### src/rtl/fp_to_int_pipe.sv
// Pipelined IEEE-754 binary32 to INT_W-bit integer converter with rounding modes and saturation.
// Define FTOI_FLAGS_EN to drive {invalid, inexact} on out_flags; otherwise out_flags reads 2'b00.
module fp_to_int_pipe #(
    parameter int unsigned INT_W  = 32,
    parameter int unsigned STAGES = 2
) (
    input  logic             sys_clk,
    input  logic             rstn,
    input  logic             in_valid,
    output logic             in_ready,
    input  logic [31:0]      in_x,
    input  logic [1:0]       in_rm,
    input  logic             in_unsigned,
    output logic             out_valid,
    input  logic             out_ready,
    output logic [INT_W-1:0] out_y,
    output logic [1:0]       out_flags
);

    localparam int unsigned MW = 24;
    localparam int unsigned PW = ((INT_W > MW) ? INT_W : MW) + 2;
    localparam int unsigned HUGE_E = 127 + INT_W;

    localparam logic [1:0] RM_RNE = 2'd0;
    localparam logic [1:0] RM_RZ  = 2'd1;
    localparam logic [1:0] RM_RDN = 2'd2;
    localparam logic [1:0] RM_RUP = 2'd3;

    localparam logic [INT_W-1:0] U_MAX = '1;
    localparam logic [INT_W-1:0] S_MAX = U_MAX >> 1;
    localparam logic [INT_W-1:0] S_MIN = ~S_MAX;
    localparam logic [PW-1:0]    S_LIM = PW'(1) << (INT_W - 1);
    localparam logic [PW-1:0]    U_LIM = PW'(1) << INT_W;

    logic en;

    assign en       = ~out_valid | out_ready;
    assign in_ready = en;

    // Decode and align: integer magnitude plus guard/sticky from the right shift.
    logic          a_s;
    logic [7:0]    a_e;
    logic [22:0]   a_f;
    logic [23:0]   a_m;
    logic [7:0]    a_ls;
    logic [7:0]    a_rs;
    logic [4:0]    a_rs_c;
    logic [48:0]   a_rwin;
    logic          d_nan;
    logic          d_huge;
    logic [PW-1:0] d_mag;
    logic          d_g;
    logic          d_st;

    always_comb begin
        a_s    = in_x[31];
        a_e    = in_x[30:23];
        a_f    = in_x[22:0];
        a_m    = {1'b1, a_f};
        a_ls   = a_e - 8'd150;
        a_rs   = 8'd150 - a_e;
        // Any shift past 25 leaves only sticky, so clamping keeps the window small.
        a_rs_c = (a_rs > 8'd25) ? 5'd25 : a_rs[4:0];
        a_rwin = {a_m, 25'd0} >> a_rs_c;
        d_nan  = (a_e == 8'hFF) && (|a_f);
        d_huge = ({1'b0, a_e} >= 9'(HUGE_E));
        d_mag  = '0;
        d_g    = 1'b0;
        d_st   = 1'b0;
        if (a_e == 8'd0) begin
            d_mag = '0;
        end else if (a_e >= 8'd150) begin
            d_mag = PW'(a_m) << a_ls;
        end else begin
            d_mag = PW'(a_rwin[48:25]);
            d_g   = a_rwin[24];
            d_st  = |a_rwin[23:0];
        end
    end

    logic          p_valid;
    logic          p_s;
    logic [1:0]    p_rm;
    logic          p_uns;
    logic          p_nan;
    logic          p_huge;
    logic [PW-1:0] p_mag;
    logic          p_g;
    logic          p_st;

    if (STAGES >= 2) begin : g_reg_a
        always_ff @(posedge sys_clk) begin
            if (!rstn) begin
                p_valid <= 1'b0;
            end else if (en) begin
                p_valid <= in_valid;
                p_s     <= a_s;
                p_rm    <= in_rm;
                p_uns   <= in_unsigned;
                p_nan   <= d_nan;
                p_huge  <= d_huge;
                p_mag   <= d_mag;
                p_g     <= d_g;
                p_st    <= d_st;
            end
        end
    end else begin : g_pass_a
        always_comb begin
            p_valid = in_valid;
            p_s     = a_s;
            p_rm    = in_rm;
            p_uns   = in_unsigned;
            p_nan   = d_nan;
            p_huge  = d_huge;
            p_mag   = d_mag;
            p_g     = d_g;
            p_st    = d_st;
        end
    end

    // Round the magnitude, range-check against the selected bound, then apply the sign.
    logic             b_inx;
    logic             b_inc;
    logic [PW-1:0]    b_rmag;
    logic [PW-1:0]    b_neg;
    logic             b_sat;
    logic [INT_W-1:0] b_sat_y;
    logic [INT_W-1:0] b_y;

    always_comb begin
        b_inx   = p_g | p_st;
        b_inc   = 1'b0;
        b_sat   = 1'b0;
        b_sat_y = '0;
        case (p_rm)
            RM_RNE:  b_inc = p_g & (p_st | p_mag[0]);
            RM_RZ:   b_inc = 1'b0;
            RM_RDN:  b_inc = p_s & b_inx;
            RM_RUP:  b_inc = ~p_s & b_inx;
            default: b_inc = 1'b0;
        endcase
        b_rmag = p_mag + PW'(b_inc);
        b_neg  = PW'(0) - b_rmag;
        if (p_nan) begin
            b_sat   = 1'b1;
            b_sat_y = p_uns ? U_MAX : S_MAX;
        end else if (p_uns) begin
            if (p_s) begin
                if (p_huge || (b_rmag != '0)) begin
                    b_sat   = 1'b1;
                    b_sat_y = '0;
                end
            end else if (p_huge || (b_rmag >= U_LIM)) begin
                b_sat   = 1'b1;
                b_sat_y = U_MAX;
            end
        end else begin
            if (p_s) begin
                if (p_huge || (b_rmag > S_LIM)) begin
                    b_sat   = 1'b1;
                    b_sat_y = S_MIN;
                end
            end else if (p_huge || (b_rmag >= S_LIM)) begin
                b_sat   = 1'b1;
                b_sat_y = S_MAX;
            end
        end
        if (b_sat) begin
            b_y = b_sat_y;
        end else if (p_s) begin
            b_y = b_neg[INT_W-1:0];
        end else begin
            b_y = b_rmag[INT_W-1:0];
        end
    end

    logic             q_valid;
    logic [INT_W-1:0] q_y;

    if (STAGES >= 3) begin : g_reg_b
        always_ff @(posedge sys_clk) begin
            if (!rstn) begin
                q_valid <= 1'b0;
            end else if (en) begin
                q_valid <= p_valid;
                q_y     <= b_y;
            end
        end
    end else begin : g_pass_b
        always_comb begin
            q_valid = p_valid;
            q_y     = b_y;
        end
    end

    always_ff @(posedge sys_clk) begin
        if (!rstn) begin
            out_valid <= 1'b0;
            out_y     <= '0;
        end else if (en) begin
            out_valid <= q_valid;
            if (q_valid) begin
                out_y <= q_y;
            end
        end
    end

`ifdef FTOI_FLAGS_EN
    logic [1:0] b_flags;
    logic [1:0] q_flags;

    assign b_flags = {b_sat, ~b_sat & b_inx};

    if (STAGES >= 3) begin : g_flag_b
        always_ff @(posedge sys_clk) begin
            if (!rstn) begin
                q_flags <= 2'b00;
            end else if (en) begin
                q_flags <= b_flags;
            end
        end
    end else begin : g_flag_pass
        assign q_flags = b_flags;
    end

    always_ff @(posedge sys_clk) begin
        if (!rstn) begin
            out_flags <= 2'b00;
        end else if (en && q_valid) begin
            out_flags <= q_flags;
        end
    end
`else
    assign out_flags = 2'b00;
`endif

endmodule
### config.mk
export PLATFORM = sky130hd
export DESIGN_NAME = fp_to_int_pipe
export DESIGN_NICKNAME = d
export VERILOG_FILES = /design/src/rtl/fp_to_int_pipe.sv
export SDC_FILE = /design/constraint.sdc
export NUM_CORES = 1
export LEC_CHECK = 0
export BUFFER_PORTS_ARGS = -buffer_cell sky130_fd_sc_hd__buf_4
export CORE_MARGIN = 10
export CORE_UTILIZATION = 63
export DETAILED_ROUTE_END_ITERATION = 8
export GPL_TIMING_DRIVEN = 0
export PLACE_DENSITY = 0.86
export RECOVER_POWER = 50
export SLEW_MARGIN = 20
export SYNTH_ARGS = -nofsm -noshare
export SYNTH_HDL_FRONTEND = slang
export SYNTH_SLANG_ARGS = --single-unit
export TNS_END_PERCENT = 1
### constraint.sdc
create_clock -name sys_clk -period 9.07 [get_ports sys_clk]
set_input_delay 1.3605 -clock sys_clk [delete_from_list [all_inputs] [get_ports sys_clk]]
set_output_delay 1.3605 -clock sys_clk [all_outputs]
set_load 0.05 [all_outputs]
Word level (Yosys, flattened, before mapping) --
Cells that the tools add are included.
Cells by class: add/sub/neg operators 4, $lt $le $gt $ge 6, eq/ne operators 4, shift-type cells 2, mux-type cells 21, bitwise gates (word level) 9, reductions and logical operators 14
Operator list (number):
- 32-bit 2-to-1 mux | 9
- 49-bit by 5-bit right shift with 49-bit output | 1
- 34-bit by 1-bit adder with 34-bit output | 1
- 34-bit by 32-bit >= comparator with 1-bit output, second input constant | 1
- 34-bit by 33-bit >= comparator with 1-bit output, second input constant | 1
- 34-bit by 32-bit > comparator with 1-bit output, second input constant | 1
- 34-bit nonzero test | 1
- 24-bit by 8-bit left shift with 34-bit output | 1
- 1-bit by 32-bit subtractor with 32-bit output, first input constant | 1
- 31-bit 2-to-1 mux | 1
- 24-bit 2-to-1 mux | 1
- 24-bit OR reduction | 1
- 23-bit OR reduction | 1
- 8-bit >= comparator, second input constant | 2
- 8-bit == test, second input constant | 1
- 8-bit by 5-bit > comparator with 1-bit output, second input constant | 1
- 8-bit zero test | 1
- 1-bit 2-to-1 mux | 8
- 8-bit subtractor, first input constant | 1
- 8-bit subtractor, second input constant | 1
- 5-bit 2-to-1 mux | 1
- 2-bit == test, second input constant | 2
- 1-bit logical OR | 4
- 1-bit case mux with 4 select lines | 1
- 8 further kinds | 16
Word-level totals: register bits after elaboration 76, bits of input ports 39, output and inout port bits 36, word-level logic and storage cells 72

Depth between registers and ports, before layout --
depth after elaboration 11, depth in mapped cells 20, gate-level depth less buffers 16

Worst setup path after synthesis --
No wires, ideal clock.
path type input port to flip-flop, from input in_x[23], to register p_st (data pin), library setup time 260 ps, data arrival time 4570 ps, data required time 8810 ps, path slack 4241 ps, stages on the path 15, buffers on the path 3, cell sequence buf_6 -> clkinv_1 -> clkbuf_1 -> ha_1 -> or2_2 -> a221oi_1 -> a311o_1 -> a211o_1 -> buf_6 -> o22ai_1 -> a21oi_1 -> a22oi_1 -> or4_1 -> a311oi_1 -> nand2_1
Between the ends: cells in the longest elaborated chain, start to end 5, elaborated cells between the ends (all ways) 8, classes of those cells 1 x add/sub; 2 x order compare; 1 x shift; 1 x mux; 3 x reduce/logical
RTL lines:
- start: declaration | RTL line 11 | input logic [31:0] in_x,
- 8-bit subtractor | RTL line 61 | a_rs = 8'd150 - a_e;
- 8-bit by 5-bit > comparator with 1-bit output | RTL line 63 | a_rs_c = (a_rs > 8'd25) ? 5'd25 : a_rs[4:0];
- 5-bit 2-to-1 mux | RTL line 63
- 49-bit by 5-bit right shift with 49-bit output | RTL line 64 | a_rwin = {a_m, 25'd0} >> a_rs_c;
- 24-bit OR reduction | RTL line 77 | d_st = |a_rwin[23:0];
- end signal: assignment | RTL line 104 | p_st <= d_st;
- end: declaration | RTL line 89 | logic p_st;
Several ways; a longest one is shown, not always the timed one. A chain may end at the register's enable or synchronous reset.

Final worst setup path --
Ends and elaborated chain as after synthesis.

==> results.json <==
{
  "status": "finished with violations",
  "failed_checks": "capacitance limit, slew limit",
  "cts_hold_buf": 0,
  "ctsRootBufferMaster": "clkbuf_16",
  "power.leakage_nw": 3.35,
  "fin_crit_ns": 5.88,
  "setup_viol": 0,
  "clkSinkCount": 76,
  "fmax_mhz": 170,
  "synthSimpleGateAreaFrac": 0.249,
  "netlist_top_cells_count": "nor2_1 (132), o21ai_0 (107), nand2_1 (105)",
  "place_area_um2": 9220,
  "antenna_found_initial": 0,
  "drt_wl_total_mm": 30.9,
  "initial_core_util": 0.643,
  "cp-end-kind": "flip-flop",
  "num_io_pins": 75,
  "grt_pass1_vias": 9341,
  "critical_path_class": "in -> reg",
  "vias": 9753,
  "drive_gt1_frac": 0.0945,
  "cts_max_path_buffers": 2,
  "ys_types": 88,
  "powerDensity_nw_per_um2": 137,
  "core_area_um2": 13200,
  "crit_slowest_cell": "clkbuf_1",
  "worst_pin_slew_ns": 1.79,
  "grt_overflow": 0,
  "synth_top_area_frac": 0.148,
  "design_area_um2": 9410,
  "synth_xor_area_frac": 0.0708,
  "portBuffers": 61,
  "rows": 42,
  "cp.required_ns": 9.16,
  "irDropWorstVdd_v": 0.0000887,
  "ys_seq_elements": 76,
  "yosysSeqAreaShare": 0.228,
  "netlist_area_um2": 8520,
  "period_share": 0.648,
  "maxCapViolCount": 1,
  "synth-compound-area-share": 0.312,
  "skew_ns": 0.00397,
  "synthFlopType": "edfxtp_1",
  "setup_tns_ns": 0,
  "antennaDiodeCount": 0,
  "max_stage_delay_ns": 0.51,
  "ant_nets": 0,
  "netlist_top_cells_area": "edfxtp_1 (15%), dfxtp_1 (8.0%), o21ai_0 (6.3%)",
  "drt_iter0_drc": 1294,
  "cts_made_buffers": 9,
  "critPathArrivalTime_ns": 5.97,
  "vias_per_cell": 6.95,
  "yosysTopAreaCell": "edfxtp_1",
  "cts_resized": 0,
  "die_h_um": 136,
  "worst_path_most_repeated_cell": "clkbuf_1",
  "gr-usage-all-layers": 0.322,
  "async_reset_ff_frac": 0,
  "cp_cell_sequence": "buf_4, buf_6, clkinv_1, clkbuf_1, ha_1, clkbuf_1, buf_1, clkbuf_1, clkbuf_1, nor2_1, a32oi_1, o211ai_1, nor4_1, a41o_1, nand2_1",
  "syn_avg_cell_area_um2": 7.41,
  "synth_top_family_by_area": "compound AO/OA/AOI/OAI gates",
  "finalPower_w": 0.00129,
  "startpoint_type": "input port",
  "nNetsFinal": 1271,
  "slew_headroom": -0.190,
  "synth_cells": 1149,
  "clk_pin_slew_ns": 0.06,
  "grt_setup_unrepaired": "no",
  "yosys_warnings": 0,
  "die_x_um": 136,
  "clk_latency_ns": 0.34,
  "yosys.cell_count.top_type": "nor2_1",
  "firstDrtPassIters": 7,
  "area_delta_synth_final_pct": 10.5,
  "htreeDepth": 3,
  "synthAdderAreaFrac": 0.0132,
  "dpl.hpwl_mm": 23.2,
  "drt-wirelength-per-cell_um": 22.0,
  "drv_slew": 36,
  "synth.area.mux_share": 0.0668,
  "grt_pass1_wl_mm": 48.7,
  "post_cts_buffers": 0,
  "cts_tree": "done",
  "hold_viol": 0,
  "grt_max_degree": 36,
  "hold_class": "reg -> reg",
  "drc": 0,
  "synth-edff-count": 42,
  "die-area_um2": 18600,
  "crit_fanout": 11,
  "globalplace.congestion": 1.12
}
state kept, by name (all words and copies together), names as in the netlist:
register and flops:
p_g 1, p_huge 1, p_valid 1, p_uns 1, out_valid 1, out_y 32, p_st 1, p_s 1
p_mag 34, p_rm 2, p_nan 1
cells in the final DEF, fill, tap and decap left out, types with 25 or more instances in the layout:
| cell type | count |
|---|---|
| nor2_1 | 132 |
| o21ai_0 | 107 |
| nand2_1 | 105 |
| clkbuf_1 | 101 |
| a21oi_1 | 87 |
| nor3_1 | 42 |
| xnor2_1 | 42 |
| edfxtp_1 | 42 |
| dfxtp_1 | 34 |
| a211oi_1 | 33 |
| mux2i_1 | 31 |
| o22ai_1 | 29 |
| buf_4 | 29 |
| xor2_1 | 25 |
metrics by stage:
step / hold WS (ns) / setup WS, ns / util / instances
after CTS: 0.521 / 3.36 / 0.722 / 1404
final: 0.519 / 3.19 / 0.711 / 1404
after global placement: 0.475 / 3.01 / 0.695 / 1387
after global routing: 0.543 / 3.02 / 0.711 / 1404
after detailed placement: 0.496 / 3.00 / 0.696 / 1388
after floorplan: 0.464 / 4.24 / - / 1150
layer usage:
metal  vias up  track usage  share of wire
met1      4428        0.375           0.38
met4         0        0.228          0.071
li1       4444            -              -
met3       183       0.0631          0.097
met2       698        0.522           0.45
met5         -            0              0
worst max-delay path: cells and delay by family:
family	cells	cell delay, ns
buf+inv	8	2.83
compound gates	3	0.78
simple gates	3	0.56
fa+ha+maj	1	0.42
kinds of logic (layout without fill, tap and decap cells):
kind of cell	count (synthesis)	in the layout
and+or+nand+nor	429	429
AOI/OAI and AO/OA	402	402
buffers and inverters	117	195
DFF	76	76
other	1	2
xor gates and xnor gates	68	68
muxes	47	47
adders and majority gates	9	9
final cells by class:
| cell class | count | area [um2] |
|---|---|---|
| Clock inverter | 5 | 100 |
| Clock buffer | 11 | 233 |
| Fill cell | 1133 | 3830 |
| Tap cell | 176 | 220 |
| Timing Repair Buffer | 62 | 334 |
| Multi-Input combinational cell | 957 | 6070 |
| Sequential cell | 76 | 1940 |
| Buffer | 98 | 442 |
| Inverter | 19 | 71.3 |
power breakdown:
part	switching (W)	leakage [nW]	internal (W)
Combinational	0.000332	2.48	0.000149
Sequential	0.0000181	0.708	0.000390
Clock	0.000134	0.163	0.000268
worst paths after layout:
path              depth (start not counted)      from  slack, ns   endpoint
setup / recovery                         15  in_x[23]       3.19       p_st
hold / removal                            2  out_y[6]       0.52   out_y[6]
setup reg to reg                         18       p_s       3.42  out_y[23]
hold reg to reg                           2  out_y[6]       0.52   out_y[6]
No activity file was read; power rests on OpenSTA's default activity.
